===== src/rtl/aidan_mcnay_sipo_ctrl_pkg.sv =====
// Shared constants for the serial frame loader and the prime detector top.
// Both sides use this state encoding and default frame width, so they always agree.
package aidan_mcnay_sipo_ctrl_pkg;

   localparam int NBITS_DEFAULT = 16;

   typedef logic [1:0] state_t;

   localparam state_t IDLE   = 2'd0;
   localparam state_t SHIFT  = 2'd1;
   localparam state_t PARITY = 2'd2;
   localparam state_t HOLD   = 2'd3;

endpackage


===== src/rtl/aidan_mcnay_sipo.sv =====
// Serial-in parallel-out shift register, MSB-first: the newest bit enters at [0].
// One-cycle update when en=1; reset is active-high and asynchronous.
module aidan_mcnay_sipo #(
   parameter int nbits = 16
) (
   input  logic             clk,
   input  logic             reset,
   input  logic             en,
   input  logic             data_in,
   output logic [nbits-1:0] data_out
);

   logic [nbits-1:0] data_q;
   logic [nbits-1:0] data_d;

   always_comb begin
      data_d = data_q;
      if (en) begin
         data_d = {data_q[nbits-2:0], data_in};
      end
   end

   always_ff @(posedge clk or posedge reset) begin
      if (reset) begin
         data_q <= '0;
      end else begin
         data_q <= data_d;
      end
   end

   assign data_out = data_q;

endmodule


===== src/rtl/aidan_mcnay_sipo_ctrl.sv =====
// Frame loader: bits -> SIPO -> word on out_valid one cycle after the last bit.
// Backpressure: in_ready drops while a word is held; AIDAN_MCNAY_SIPO_CTRL_PARITY_EN adds a trailing parity bit.
module aidan_mcnay_sipo_ctrl
   import aidan_mcnay_sipo_ctrl_pkg::*;
#(
   parameter int nbits = NBITS_DEFAULT
) (
   input  logic             clk,
   input  logic             reset,
   input  logic             in_valid,
   input  logic             in_start,
   input  logic             in_data,
   output logic             in_ready,
   output logic             out_valid,
   input  logic             out_ready,
   output logic [nbits-1:0] out_data,
   output logic             out_parity_err
);

   localparam int CW = $clog2(nbits + 1);
   localparam logic [CW-1:0] CNT_LAST = CW'(nbits - 1);
   localparam logic [CW-1:0] CNT_ONE  = CW'(1);

   state_t           state_q;
   state_t           state_d;
   logic [CW-1:0]    cnt_q;
   logic [CW-1:0]    cnt_d;
   logic             accept;
   logic             sipo_en;
   logic [nbits-1:0] sipo_q;

`ifdef AIDAN_MCNAY_SIPO_CTRL_PARITY_EN
   logic             parity_err_q;
   logic             parity_err_d;
`endif

   // State register
   always_ff @(posedge clk or negedge reset) begin
      if (!reset) begin
         state_q      <= IDLE;
         cnt_q        <= '0;
`ifdef AIDAN_MCNAY_SIPO_CTRL_PARITY_EN
         parity_err_q <= 1'b0;
`endif
      end else begin
         state_q      <= state_d;
         cnt_q        <= cnt_d;
`ifdef AIDAN_MCNAY_SIPO_CTRL_PARITY_EN
         parity_err_q <= parity_err_d;
`endif
      end
   end

   // Next-state and counter
   always_comb begin
      state_d = state_q;
      cnt_d   = cnt_q;
`ifdef AIDAN_MCNAY_SIPO_CTRL_PARITY_EN
      parity_err_d = parity_err_q;
`endif
      case (state_q)
         IDLE: begin
            if (accept && in_start) begin
               state_d = SHIFT;
               cnt_d   = CNT_ONE;
            end
         end
         SHIFT: begin
            if (accept) begin
               // A start marker mid-frame restarts; the old bits age out of the SIPO.
               if (in_start) begin
                  cnt_d = CNT_ONE;
               end else begin
                  cnt_d = cnt_q + CNT_ONE;
                  if (cnt_q == CNT_LAST) begin
`ifdef AIDAN_MCNAY_SIPO_CTRL_PARITY_EN
                     state_d = PARITY;
`else
                     state_d = HOLD;
`endif
                  end
               end
            end
         end
`ifdef AIDAN_MCNAY_SIPO_CTRL_PARITY_EN
         PARITY: begin
            if (accept) begin
               parity_err_d = (^sipo_q) ^ in_data;
               state_d      = HOLD;
            end
         end
`endif
         HOLD: begin
            if (out_ready) begin
               state_d = IDLE;
               cnt_d   = '0;
            end
         end
         default: begin
            state_d = IDLE;
            cnt_d   = '0;
         end
      endcase
   end

   // Outputs
   always_comb begin
      in_ready  = (state_q != HOLD);
      out_valid = (state_q == HOLD);
      accept    = in_valid & in_ready;
      sipo_en   = accept & (((state_q == IDLE) & in_start) | (state_q == SHIFT));
   end

   aidan_mcnay_sipo #(
      .nbits (nbits)
   ) u_sipo (
      .clk      (clk),
      .reset    (~reset),
      .en       (sipo_en),
      .data_in  (in_data),
      .data_out (sipo_q)
   );

   assign out_data = sipo_q;

`ifdef AIDAN_MCNAY_SIPO_CTRL_PARITY_EN
   assign out_parity_err = parity_err_q & out_valid;
`else
   assign out_parity_err = 1'b0;
`endif

endmodule


===== config.mk =====
export PLATFORM = sky130hd
export DESIGN_NAME = aidan_mcnay_sipo_ctrl
export DESIGN_NICKNAME = d
export VERILOG_FILES = /design/src/rtl/aidan_mcnay_sipo_ctrl_pkg.sv /design/src/rtl/aidan_mcnay_sipo.sv /design/src/rtl/aidan_mcnay_sipo_ctrl.sv
export SDC_FILE = /design/constraint.sdc
export NUM_CORES = 1
export LEC_CHECK = 0
export ABC_AREA = 1
export CORE_UTILIZATION = 50
export CTS_CLUSTER_SIZE = 8
export DETAILED_ROUTE_END_ITERATION = 10
export PLACE_DENSITY = 0.79
export RECOVER_POWER = 50
export SETUP_SLACK_MARGIN = 0.1
export SLEW_MARGIN = 10
export SYNTH_ARGS = -nofsm -noshare
export SYNTH_HDL_FRONTEND = slang
export SYNTH_SLANG_ARGS = --single-unit

===== constraint.sdc =====
create_clock -name clk -period 2.2 [get_ports clk]
set_input_delay 0.55 -clock clk [delete_from_list [all_inputs] [get_ports clk]]
set_output_delay 0.55 -clock clk [all_outputs]
set_load 0.01 [all_outputs]

; ---- Yosys cells after proc, flatten, opt, wreduce, memory -nomap -nowiden
; Cells that the tools add are included.
[word_totals]
elab_cells = 32
register_bits = 23
output_inout_bits = 19
input_bits = 6
[op_classes]
addsub = 1
n_reduce_logical = 4
n_eq_ne = 9
n_bitwise = 4
mux = 11
[op_table]
columns = op, n
row1 = 5-bit 2-to-1 mux, 4
row2 = 5-bit one-hot mux with 3 select lines, 1
row3 = 2-bit 2-to-1 mux, 5
row4 = "2-bit != test, second input constant", 5
row5 = 2-bit one-hot mux with 3 select lines, 1
row6 = "5-bit by 1-bit adder with 5-bit output, second input constant", 1
row7 = "5-bit by 4-bit == test with 1-bit output, second input constant", 1
row8 = 5-bit AND reduction, 1
row9 = 1-bit AND, 3
row10 = 3-bit AND reduction, 1
row11 = "2-bit by 1-bit == test with 1-bit output, second input constant", 1
row12 = "2-bit == test, second input constant", 1
row13 = 2-bit zero test, 1
row14 = "2-bit by 1-bit != test with 1-bit output, second input constant", 1
row15 = 1-bit logical AND, 1
row16 = 1-bit bitwise OR, 1

; ---- Depth between registers and ports, before layout
[depth]
depth_word = 5
mapped_depth = 8
ltp_nobuf = 8

; ---- Cells and area by module
; From an unflattened synthesis, not the netlist that was laid out.
[hier_totals]
hier_cells = 130
hier_area_um2 = 1161.1
[by_module_without_submodules]
columns = module, cells_each, n_inst, area_per_inst_um2, seq_area_each_um2
row1 = aidan_mcnay_sipo, 69, 1, 688.2, 400.4
row2 = aidan_mcnay_sipo_ctrl, 61, 1, 473.0, 175.2

; ---- Worst setup path before layout
; Ideal clock, no wire load.
[synth_path]
kind = flip-flop to flip-flop
from = reg cnt_q[0]
to = reg cnt_q[4]
path_stages_with_launch = 8
period_less_slack_ns = 1.303
setup_ns = 0.083
required_ns = 2.117
arrival_ns = 1.221
slack_ns = 0.897
n_path_buf = 0
path_cell_list = dfrtp_1 -> ha_1 -> nand2_1 -> nor2_1 -> ha_1 -> nor2_1 -> nand2_1 -> o21ai_0
[synth_via]
elab_chain_len = 4
[synth_lines]
columns = item, line
row1 = from (decl), aidan_mcnay_sipo_ctrl.sv:26  ; logic [CW-1:0] cnt_q;
row2 = from (signal assigned), aidan_mcnay_sipo_ctrl.sv:47  ; cnt_q <= cnt_d;
row3 = 5-bit by 1-bit adder with 5-bit output, aidan_mcnay_sipo_ctrl.sv:74  ; cnt_d = cnt_q + CNT_ONE;
row4 = 5-bit 2-to-1 mux, aidan_mcnay_sipo_ctrl.sv:71  ; if (in_start) begin
row5 = 5-bit 2-to-1 mux, aidan_mcnay_sipo_ctrl.sv:69  ; if (accept) begin
row6 = 5-bit one-hot mux with 3 select lines, aidan_mcnay_sipo_ctrl.sv:61  ; case (state_q)
; Every way passes these cells. The select of a mux whose other input is x is not followed.
; A chain may end at the register's enable or synchronous reset.

; ---- Worst setup path in the final report
[layout_path]
from = reg state_q[0]
to = out out_valid
[layout_via]
elab_chain_len = 1
[layout_lines]
columns = item, line
row1 = from (decl), aidan_mcnay_sipo_ctrl.sv:24  ; state_t state_q;
row2 = from (signal assigned), aidan_mcnay_sipo_ctrl.sv:46  ; state_q <= state_d;
row3 = 2-bit == test, aidan_mcnay_sipo_ctrl.sv:109  ; out_valid = (state_q == HOLD);
row4 = to (decl), aidan_mcnay_sipo_ctrl.sv:14  ; output logic out_valid,
; Every way passes these cells.

==> reports/results.txt <==
status = complete, no violations
sequential area share after synthesis = 0.5374
CP top delay family = buffers and inverters
CTS tree = yes
clock latency at the later pin of the worst-skew pair = 0.31 ns
total grt overflow = 0
DIE AREA = 2331 um2
worst clock skew = 0.008856 ns
pre-CTS WS = 0.2788 ns
worst r2r src = state_q[0]$_DFFE_PN0P_
post-synth top area cell = dfrtp_1
area grow syn2layout = 22.90%
CP Launch Point = state_q[0]$_DFFE_PN0P_
final hold slack = 0.4968 ns
number of max-cap violations = 0
HPWL Detailed = 1406 um
Worst-Margin Slew = 1.174 ns
Crit. End Element = output port
Initial Util = 0.5404
M3 GR Usage = 0.02593
adder-cell area share of the yosys netlist = 0.02336
share of the synthesized area in the top cell type = 0.5374
Synth Warn # = 0
Hold WC Path Type = reg2reg
Core Area = 1982 um2
cts hold-fix bufs = 0
crit path time final = 1.988 ns
multiplexer share of the synthesized area = 0
GR Util met2 = 0.3120
Rows = 16
clock sink total = 23
nature of the critical path startpoint = register
post-synthesis xor/xnor area fraction = 0
# DRC = 0
Fin Setup TNS = 0 ns
simple-gate share of the synthesized area = 0.3259
Slowest cell on crit path = clkdlybuf4s50_1
Syn Area/Cell = 8.367 um2
met1 GRT Util = 0.2429
crit-path cells = nand2_1, inv_1, clkdlybuf4s50_1
fmax = 502.9 MHz
Distinct cells, synth = 20
# Post-CTS Setup Buffers = 0
Antenna Nets Post-Route = 0
depth of the CTS H-tree = 1
Peak VDD IR = 0.4081 mV
CTS clk-pin slew, worst paths = 0.12 ns
Post-Synthesis Cell Area = 1071 um2
CP bufs+invs = 2
hold_sp = u_sipo.data_out[15]$_DFFE_PN0P_
initial antenna violation count = 0
footprint of the multi-input gates = 399.1 um2
Seq cells post-synth = 23
Max Buffers Root-to-Sink = 2
dpl cell area = 1309 um2
syn_nets = 136
final worst-path cycle share = 0.9038
Worst Setup Path Type = reg2out
Final nets = 162
drt wl/cell = 10.73 um
most used routing layer = met2
final worst slack = 0.2116 ns
slowest stage delay, CP = 0.53 ns
final wirelength = 1931 um
Synth area leaders = dfrtp_1 (54%), nand2_1 (22%), nand3_1 (3.3%), inv_1 (2.8%), ha_1 (2.3%)
fillers = 178
Reg area = 576.8 um2
vias per cell = 4.839
Top-Level Pins = 25
Via Count = 871
worst rel slew slack = 0.2171
Synth Area in Compound Gates = 0.03505
routability cong. = 0.8325
vias in the first global route = 727
final instance area = 1316 um2
Slew Viols, Final = 0
first-pass GRT wire length = 3042 um
diode count = 0
CP max FO = 5
Die W = 48.28 um
Lkg Pwr = 0.6781 nW
share of layout cells above drive strength 1 = 0.06536
DIE HEIGHT = 48.28 um
number of buffers created by CTS = 3
CP arrival = 1.44 ns
PwrDens = 694.2 nW/um2
CTS root buf = clkbuf_4
critical path required time = 1.65 ns
DR pass1 iterations = 4
IO Port Bufs = 23
RSZ-0062 raised after global routing = false
Syn Inst Count = 128
Fin. Hold Viols = 0
GR Util All Layers = 0.1877
largest family of logic cells by synthesized area = simple AND/OR/NAND/NOR gates
largest net degree at the start of global routing = 24
DR iter-0 viols = 24
Setup-failing EPs final = 0
==> report_power, final <==
| group | internal (W) | switching (W) |
|---|---|---|
| registers | 0.000474 | 0.0000429 |
| logic | 0.000112 | 0.0000940 |
| clock network | 0.0000708 | 0.000121 |
==> stage by stage <==
step                        util  cells  power [W]
after detailed placement  0.6604    176  0.0007375
after global placement    0.6604    176  0.0007312
final                     0.6641    180  0.0009137
after CTS                 0.6742    180  0.0009267
after global routing      0.6641    180  0.0009751
after floorplan                -    128  0.0006146
==> sequential cells by signal, indices dropped and copies added, names as in the netlist <==
| signal | flops |
|---|---|
| u_sipo.data_out | 16 |
| state_q | 2 |
| cnt_q | 5 |
==> cells in the mapped netlist (all sizes together) <==
cell type   n
nand2      65
dfrtp      23
inv        11
nand3       7
nor2        6
o21ai       6
buf         3
ha          2
nand4       2
a21boi      1
conb        1
or2         1
==> layout make-up <==
type,count,area share
Sequential cell,23,0.4382
Timing Repair Buffer,24,0.1778
Multi-Input combinational cell,91,0.3032
Inverter,11,0.03517
Tap cell,27,0.02567
Clock buffer,4,0.01996
==> layout by cell type, fill, tap and decap left out, types with 2 or more instances in the layout <==
cell,count
o21ai_1,2
clkbuf_4,3
inv_1,9
ha_1,2
clkbuf_1,2
dlygate4sd3_1,2
dfrtp_1,22
nand2_1,63
nor2_1,5
nand4_1,2
o21ai_0,4
clkdlybuf4s50_1,21
nand3_1,7
==> kinds of logic after synthesis <==
logic type,after synthesis
simple gates,81
flops,23
buf+inv,14
compound gates,7
fa+ha+maj,2
other cells,1
==> path summary, 6_finish.rpt <==
kind,slack (ns),cells after the start,end
setup / recovery,0.21,3,out_valid
hold / removal,0.50,2,u_sipo.data_out[15]$_DFFE_PN0P_
setup reg to reg,0.60,7,u_sipo.data_out[1]$_DFFE_PN0P_
hold reg to reg,0.50,2,u_sipo.data_out[15]$_DFFE_PN0P_
max in group asynchronous,0.45,2,state_q[1]$_DFFE_PN0P_
min in group asynchronous,0.98,2,u_sipo.data_out[12]$_DFFE_PN0P_
==> repair_timing <==
item / 4_1_cts / 5_1_grt
gates resized for setup: 1 / 0
hold endpoints to repair: 0 / 0
endpoints found under the setup margin: 1 / 0
==> per-layer routing <==
metal	wire, um	share of wire
met5	0	0
met1	863	0.45
met2	973	0.50
met4	27	0.014
met3	67	0.035
==> worst min-delay path: stages, from the launching register on <==
cell,delay (ns)
dfrtp_1,0.37
nand2_1,0.06
nand2_1,0.05
(Power assumes the default switching activity.)
